File: src/rtl/img_buffer.sv
// img_buffer
//   Input stage of the BNN inference controller. Bytes arriving from the host
//   receive path over a valid/ready handshake are shifted into a packed image
//   register, first byte ending up in the most significant byte. Once all
//   NUM_BYTES bytes are held, img_buffer_full is raised and the image is frozen
//   until clear_buffer restarts the frame.
//
// Ports
//   clk              system clock, rising edge
//   rst_n            asynchronous active-low reset
//   rx_data          received byte
//   rx_valid         rx_data is valid this cycle
//   rx_ready         buffer accepts a byte this cycle (combinational)
//   clear_buffer     synchronous discard of the image, priority over accept
//   img_out          packed image, byte 0 in the top byte
//   img_buffer_full  registered: whole image held, img_out stable
//   byte_count       bytes accepted in the current frame (0..NUM_BYTES)
module img_buffer #(
  parameter  int IMG_BITS  = 904,
  parameter  int BYTE_W    = 8,
  localparam int NUM_BYTES = IMG_BITS / BYTE_W,
  localparam int CNT_W     = $clog2(NUM_BYTES + 1)
) (
  input  logic                clk,
  input  logic                rst_n,
  input  logic [BYTE_W-1:0]   rx_data,
  input  logic                rx_valid,
  output logic                rx_ready,
  input  logic                clear_buffer,
  output logic [IMG_BITS-1:0] img_out,
  output logic                img_buffer_full,
  output logic [CNT_W-1:0]    byte_count
);

  typedef enum logic [1:0] {
    EMPTY   = 2'b00,
    FILLING = 2'b01,
    FULL    = 2'b10
  } state_t;

  state_t state, state_next;

  logic accept;
  logic last_byte;
  logic state_ok;
  logic restart;

  assign state_ok  = (state == EMPTY) || (state == FILLING) || (state == FULL);
  assign rx_ready  = ((state == EMPTY) || (state == FILLING)) && !clear_buffer;
  assign accept    = rx_valid && rx_ready;
  assign last_byte = (byte_count == CNT_W'(NUM_BYTES - 1));
  // An illegal encoding is treated like a clear so the datapath restarts too.
  assign restart   = clear_buffer || !state_ok;

  always_comb begin
    state_next = state;
    if (clear_buffer) begin
      state_next = EMPTY;
    end else begin
      case (state)
        EMPTY:   if (accept) state_next = last_byte ? FULL : FILLING;
        FILLING: if (accept && last_byte) state_next = FULL;
        FULL:    state_next = FULL;
        default: state_next = EMPTY;
      endcase
    end
  end

  always_ff @(posedge clk or negedge rst_n) begin
    if (!rst_n) begin
      state           <= EMPTY;
      img_out         <= '0;
      byte_count      <= '0;
      img_buffer_full <= 1'b0;
    end else begin
      state           <= state_next;
      // Registered from next-state so it rises together with the FULL state.
      img_buffer_full <= (state_next == FULL);
      if (restart) begin
        img_out    <= '0;
        byte_count <= '0;
      end else if (accept) begin
        img_out    <= {img_out[IMG_BITS-BYTE_W-1:0], rx_data};
        byte_count <= byte_count + CNT_W'(1);
      end
    end
  end

endmodule

File: config.mk
export PLATFORM = sky130hd
export DESIGN_NAME = img_buffer
export DESIGN_NICKNAME = d
export VERILOG_FILES = /design/src/rtl/img_buffer.sv
export SDC_FILE = /design/constraint.sdc
export NUM_CORES = 1
export LEC_CHECK = 0
export BUFFER_PORTS_ARGS = -buffer_cell sky130_fd_sc_hd__buf_4
export CORE_AREA = 2 2 357 359
export DETAILED_ROUTE_END_ITERATION = 7
export DIE_AREA = 0 0 359 361
export PLACE_DENSITY = 0.56
export SYNTH_ARGS = -nofsm -noshare
export SYNTH_HDL_FRONTEND = slang
export SYNTH_SLANG_ARGS = --single-unit
File: constraint.sdc
create_clock -name clk -period 1.6 [get_ports clk]
set_input_delay 0.32 -clock clk [delete_from_list [all_inputs] [get_ports clk]]
set_output_delay 0.32 -clock clk [all_outputs]
set_load 0.01 [all_outputs]
==> results_dict.tcl, run 1 <==
set metrics [dict create \
    register_bit_total_from_synthesis 914 \
    timing.critical_path.required_ps 2240 \
    pin_slew_with_the_least_headroom_to_its_limit_ps 571.7 \
    track_usage 0.1849 \
    violations "setup timing" \
    floorplan.io_pins 925 \
    nets 3298 \
    wl_per_cell_um 25.69 \
    std_cell_rows 130 \
    tritoncts.num_buffers 99 \
    die_h_um 361 \
    synth.yosys.seq_area_share 0.7032 \
    sequential_power_share 0.464 \
    startpoint_type "flop" \
    drt-vias-per-instance 5.020 \
    worstPathCellList "buf_4 -> a21o_4 -> nor2_4 -> buf_12 -> clkbuf_16 -> a22o_1" \
    finalMaxSlewViolations 0 \
    syn-instance-count 2205 \
    antenna_left 0 \
    ys.warnings.count 0 \
    route.vias.total 25158 \
    setup_tns_ps -182400 \
    clock-skew-final_ps 43.33 \
    portBuffers 924 \
    global_route.overflow_total 0 \
    critPathMaxStageDelay_ps 430 \
    drcViolationCount 0 \
    dpl.cell_count 4764 \
    worstSetupEndpointType "flop" \
    post-route-min-period_ps 1868 \
    placeableCoreArea_um2 125400 \
    max-vdd-ir-drop_mv 0.9038 \
    final_instance_count_excl_fillers 5012 \
    comb_power_share 0.054 \
    cellPowerDensity_nw_per_um2 1056 \
    reg2regPathDepth 6 \
    slew_headroom 0.6189 \
    totalPowerFinal_mw 49.99 \
    critical_path.max_fanout 39 \
    design.die.area_um2 129600 \
    setup_repair_after_global_routing_missed_its_margin "yes" \
    finalCoreUtilization 0.3776 \
    path_category_of_the_worst_min_delay_check "in2async" \
    final_hold_viols 0 \
    number_of_levels_in_the_clock_h_tree 3 \
    switchingPower_mw 11.58 \
    tritoncts "built" \
    totalWireLength_mm 128.8 \
    synthesis.nets 2219 \
    endpoint_of_the_lowest_slack_register_to_register_path "img_out[414]" \
    mostFrequentLayoutCell "sky130_fd_sc_hd__buf_4" \
    vias_in_the_first_global_route 24491 \
    min_period_over_period 1.168 \
    first_pass_grt_wire_length_mm 180.1 \
    cts_num_sinks 914 \
    gp_routability_congestion 0.9021 \
    max_freq_mhz 535.2 \
    area_taken_by_multi_input_logic_gates_um2 8462 \
    internal_power_mw 38.40 \
    drt-pass1-iter-count 5 \
    critical_path_class "reg2reg" \
    pin_count_of_the_biggest_net_entering_global_routing 89 \
    dp_hpwl_mm 89.59 \
    insertion_delay_ps 700 \
    initial_utilization 0.2594 \
    fillerInstances 11962 \
    setup_viol 1135 \
    clock_tree.root_cell "sky130_fd_sc_hd__clkbuf_16" \
    worst_slack_setup_final_ps -268.4 \
    yosys.cell_types.count 24 \
    worst-r2r-setup-slack_ps -270 \
    holdWs_ps 65.29 \
    antenna_found_initial 1 \
    regArea_um2 22880 \
    syn_area_cell_um2 14.75 \
    max-clock-path-buffers 3 \
    switching_share 0.2317 \
    layout_common_cells "sky130_fd_sc_hd__buf_4, sky130_fd_sc_hd__dfrtp_1, sky130_fd_sc_hd__a22o_1" \
    critPathArrivalTime_ps 2510 \
    synthesis.area_um2 32530 \
    flow.area_growth_from_synthesis_pct 45.58 \
    clk_transition_reported_paths_ps 60 \
    final_layout_size_suffix_gt1_frac 0.4014 \
    cellLeakagePower_nw 24.12 \
    power_frac_clock 0.481 \
    crit_path_top_delay_cell "sky130_fd_sc_hd__dfrtp_2" \
    regToRegStartpoint "state[1]" \
    drt_first_iter_violations 2199 \
    outcome "complete, but fails checks" \
    floorplan.die.width_um 359 \
    maxCapViolCount 0 \
]
how the worst max path moves through the flow:
stage	from	endpoint	slack (ps)
after floorplan	state[1]	img_out[466]	60
after global placement	clear_buffer	img_out[385]	-270
after detailed placement	clear_buffer	img_out[400]	-260
after CTS	state[1]	rx_ready	-290
after global routing	state[1]	img_out[437]	-320
final	state[1]	img_out[414]	-270
registers in the layout, summed over array words and instances (netlist names):
register and cells:
img_out 904, byte_count 7, state 2, img_buffer_full 1
final cells by class:
class                      instances  area share
sequential                       914      0.4833
timing repair buffer            1187      0.2216
multi-input combinational       1080      0.1787
clock buffer                     143     0.06046
tap                             1650     0.04360
clock inverter                    35     0.01210
inverter                           2   0.0001585
antenna                            1  0.00005285
cells in the mapped netlist (all sizes together):
library cell | number | area [um^2]
o31ai | 2 | 15.01
nand4 | 4 | 25.02
or3 | 1 | 6.260
o211ai | 2 | 15.01
nand2 | 146 | 548.0
nand3 | 1 | 5.000
clkbuf | 34 | 127.6
ha | 2 | 25.02
buf | 175 | 1097
dfrtp | 914 | 22870
nor2 | 2 | 15.01
mux2i | 2 | 20.02
a22o | 836 | 7322
or3b | 1 | 8.760
inv | 2 | 7.510
a21o | 1 | 7.510
nor3 | 1 | 5.000
nor3b | 1 | 7.510
nand4bb | 1 | 11.26
o21ai | 3 | 15.01
a21oi | 74 | 370.4
worst max-delay path, delay by kind of cell (launching register included):
family          cells  cell delay [ps]
compound gates      2              360
buf+inv             3              730
flops               1              430
simple gates        1              200
cell families (layout without fill, tap and decap cells):
family          Yosys count  in the layout  synth area share
fa+ha+maj                 2              2         0.0007692
mux                       2              2         0.0006155
flops                   914            914            0.7032
simple gates            158            158           0.01943
other cells               0              1                 0
buf+inv                 211           1367           0.03789
compound gates          918            918            0.2381
metal layers:
| metal | global-route usage | up-vias | wire length [um] |
|---|---|---|---|
| met2 | 0.2904 | 1076 | 60560 |
| li1 | - | 10629 | - |
| met4 | 0.05849 | 0 | 4178 |
| met1 | 0.2504 | 13242 | 55350 |
| met5 | 0 | - | 0 |
| met3 | 0.04633 | 211 | 8671 |
power by group through the flow:
stage          logic, mW  registers (mW)  clock network (mW)
3_3_place_gp        2.20            23.6                   0
4_1_cts             2.41            23.2                24.6
6_report            2.71            23.2                24.1
3_5_place_dp        2.21            23.6                   0
2_1_floorplan      0.926            23.6                   0
5_1_grt             2.93            23.2                25.5
metrics by stage:
step | setup slack [ps] | area [um^2]
after floorplan | 57.53 | 32530
after global placement | -266.3 | 42390
after detailed placement | -257.2 | 42390
after CTS | -286.4 | 46520
after global routing | -324.6 | 47350
final | -268.4 | 47350
timing repair:
item / in CTS / in global routing
gates cloned: 10 / 26
setup endpoints to repair: 1803 / 1822
resized for setup: 40 / 47
buffers inserted: 17 / 6
pin swaps: 19 / 17
hold buffers: 10 / 0
hold endpoints to repair: 334 / 0
No activity file was read; power rests on OpenSTA's default activity.
==> inputs of run 2 (changes only) <==
==> config.mk (replaced) <==
export PLATFORM = sky130hd
export DESIGN_NAME = img_buffer
export DESIGN_NICKNAME = d
export VERILOG_FILES = /design/src/rtl/img_buffer.sv
export SDC_FILE = /design/constraint.sdc
export NUM_CORES = 1
export LEC_CHECK = 0
export BUFFER_PORTS_ARGS = -buffer_cell sky130_fd_sc_hd__buf_2
export CORE_AREA = 2 2 360 362
export DETAILED_ROUTE_END_ITERATION = 7
export DIE_AREA = 0 0 362 364
export PLACE_DENSITY = 0.55
export SYNTH_ARGS = -nofsm -noshare
export SYNTH_HDL_FRONTEND = slang
export SYNTH_SLANG_ARGS = --single-unit
==> run 2 against run 1 <==
Compared with the run above:
- the flow still finishes with violations (setup timing)
- worst hold slack better by 72 ps
- die area up 1.7%
- combinational power decreased by 4%
- cell area shrank 1.6%
- fmax increased by 0.27%
- largest cell class unchanged
==> results_dict.tcl, run 2 (same netlist as run 1, synthesis figures left out) <==
set metrics [dict create \
    startpoint_type "flop" \
    top_register "img_out" \
    drcViolationCount 0 \
    clock-skew-final_ps 55.89 \
    nets 3367 \
    setup_tns_ps -171300 \
    critical_path_class "reg2reg" \
    first_pass_grt_wire_length_mm 177.2 \
    crit_path_top_delay_cell "sky130_fd_sc_hd__dfrtp_1" \
    die_h_um 364 \
    setup_repair_after_global_routing_missed_its_margin "yes" \
    tritoncts.num_buffers 99 \
    totalPowerFinal_mw 49.81 \
    floorplan.io_pins 925 \
    pin_slew_with_the_least_headroom_to_its_limit_ps 602.1 \
    final_hold_viols 0 \
    worstSetupEndpointType "flop" \
    timing.critical_path.required_ps 2170 \
    initial_utilization 0.2535 \
    global_route.usage.met3 0.05104 \
    setup_viol 1153 \
    cts_num_sinks 914 \
    track_usage 0.1813 \
    dp_hpwl_mm 87.19 \
    slew_headroom 0.5986 \
    maxCapViolCount 0 \
    grtUsageMet2 0.2771 \
    post-route-min-period_ps 1863 \
    max-vdd-ir-drop_mv 0.8356 \
    design.die.area_um2 131800 \
    grt.busiest_layer "met2" \
    critical_path.max_fanout 31 \
    antenna_left 0 \
    pin_count_of_the_biggest_net_entering_global_routing 85 \
    outcome "complete, but fails checks" \
    route.vias.total 25176 \
    portBuffers 924 \
    clock_tree.root_cell "sky130_fd_sc_hd__clkbuf_16" \
    cellLeakagePower_nw 24.64 \
    reg.largest.list "img_out: 904 flops, byte_count: 7 flops, state: 2 flops" \
    number_of_levels_in_the_clock_h_tree 3 \
    clk_transition_reported_paths_ps 60 \
    largest_register_ffs 904 \
    flow.area_growth_from_synthesis_pct 43.21 \
    floorplan.die.width_um 362 \
    global_route.overflow_total 0 \
    mostFrequentLayoutCell "sky130_fd_sc_hd__a22o_1" \
    insertion_delay_ps 720 \
    worst_slack_setup_final_ps -263.4 \
    worstPathCellList "buf_6 -> nor3b_4 -> buf_4 -> nor2_4 -> buf_12 -> buf_4 -> a22o_1" \
    tritoncts "built" \
    path_category_of_the_worst_min_delay_check "in2async" \
    critPathBufInv 4 \
    layout_common_cells "sky130_fd_sc_hd__a22o_1, sky130_fd_sc_hd__dfrtp_1, sky130_fd_sc_hd__buf_2" \
    std_cell_rows 132 \
    worst_path_dominant_cell_family "buffers and inverters" \
    placeableCoreArea_um2 128300 \
    antenna_found_initial 1 \
    drt-vias-per-instance 4.927 \
    critPathMostFrequentCell "sky130_fd_sc_hd__buf_4" \
    cellPowerDensity_nw_per_um2 1069 \
    violations "setup timing" \
    finalMaxSlewViolations 0 \
    drt-pass1-iter-count 5 \
    critPathArrivalTime_ps 2430 \
    critPathMaxStageDelay_ps 410 \
    final_layout_size_suffix_gt1_frac 0.4415 \
    max-clock-path-buffers 3 \
    globalRouteMet1Util 0.2404 \
    gp_routability_congestion 0.8580 \
    vias_in_the_first_global_route 24460 \
    min_period_over_period 1.165 \
    max_freq_mhz 536.6 \
    drt_first_iter_violations 2219 \
    wl_per_cell_um 24.84 \
    totalWireLength_mm 126.9 \
]
==> run 2: cell count changes in the layout (fill, tap and decap cells not counted), moves of 4 or more <==
| cell | change |
|---|---|
| sky130_fd_sc_hd__buf_4 | -856 |
| sky130_fd_sc_hd__buf_2 | +802 |
| sky130_fd_sc_hd__buf_6 | +106 |
| sky130_fd_sc_hd__dfrtp_1 | -86 |
| sky130_fd_sc_hd__dfrtp_2 | +86 |
| sky130_fd_sc_hd__buf_12 | +21 |
| sky130_fd_sc_hd__clkinv_2 | +8 |
| sky130_fd_sc_hd__clkbuf_16 | -5 |
| sky130_fd_sc_hd__a21oi_1 | -4 |
| sky130_fd_sc_hd__a21oi_2 | +4 |
| sky130_fd_sc_hd__nand2_1 | -4 |
| sky130_fd_sc_hd__nand2_4 | +4 |
==> run 2: repair_timing <==
action / CTS / global route
hold buffers: 11 / 0
hold endpoints to repair: 582 / 0
setup buffers: 127 / 8
setup endpoints to repair: 1782 / 1806
pin swaps: 28 / 35
cloned: 12 / 17
gates resized for setup: 312 / 47
==> run 2: stage by stage <==
step | area, um^2 | utilization | worst slack [ps] | instances | hold WS [ps]
after floorplan | 32530 | - | 57.53 | 2205 | 24.41
after global placement | 40010 | 0.3118 | -142.5 | 4753 | 221.9
after detailed placement | 40010 | 0.3118 | -153.1 | 4753 | 222.1
after CTS | 45890 | 0.3576 | -243.4 | 5084 | 49.23
after global routing | 46580 | 0.3630 | -323.2 | 5109 | 102.7
final | 46580 | 0.3630 | -263.4 | 5110 | 137.7
==> run 2: report_power, final <==
part	internal (mW)	switching, mW
combinational	0.928	1.69
sequential	23.2	0.0462
clock	14.0	9.95
total	38.1	11.7
==> run 2: layer usage <==
layer,wire length [um],share of wire
met5,0,0
met4,5172,0.041
met3,9776,0.077
met2,58280,0.46
met1,53710,0.42
==> run 2: layout make-up <==
type | count | area (um^2)
fillers | 12470 | 81750
flip-flops and latches | 914 | 22990
repair buffers | 1255 | 9527
multi-input cells | 1081 | 8518
clock buffers | 143 | 2873
well taps | 1675 | 2096
clock inverters | 39 | 565.5
inverters | 2 | 7.507
diodes | 1 | 2.502
==> run 2: path summary, 6_finish.rpt <==
kind	start	slack [ps]	depth (start not counted)	to
worst min register to register	img_out[900]	500	1	img_out[900]
worst min-delay path	rst_n	140	2	img_out[310]
worst max-delay path	state[1]	-260	7	img_out[338]
worst max register to register	state[1]	-260	7	img_out[338]
max in group asynchronous	rst_n	650	4	img_out[32]
min in group clk	clear_buffer	260	5	byte_count[6]
==> run 2: worst register-to-register path, stage by stage (launching register included) <==
cell and delay [ps]:
sky130_fd_sc_hd__dfrtp_1 410, sky130_fd_sc_hd__buf_6 140, sky130_fd_sc_hd__nor3b_4 220, sky130_fd_sc_hd__buf_4 160
sky130_fd_sc_hd__nor2_4 40, sky130_fd_sc_hd__buf_12 160, sky130_fd_sc_hd__buf_4 360, sky130_fd_sc_hd__a22o_1 220
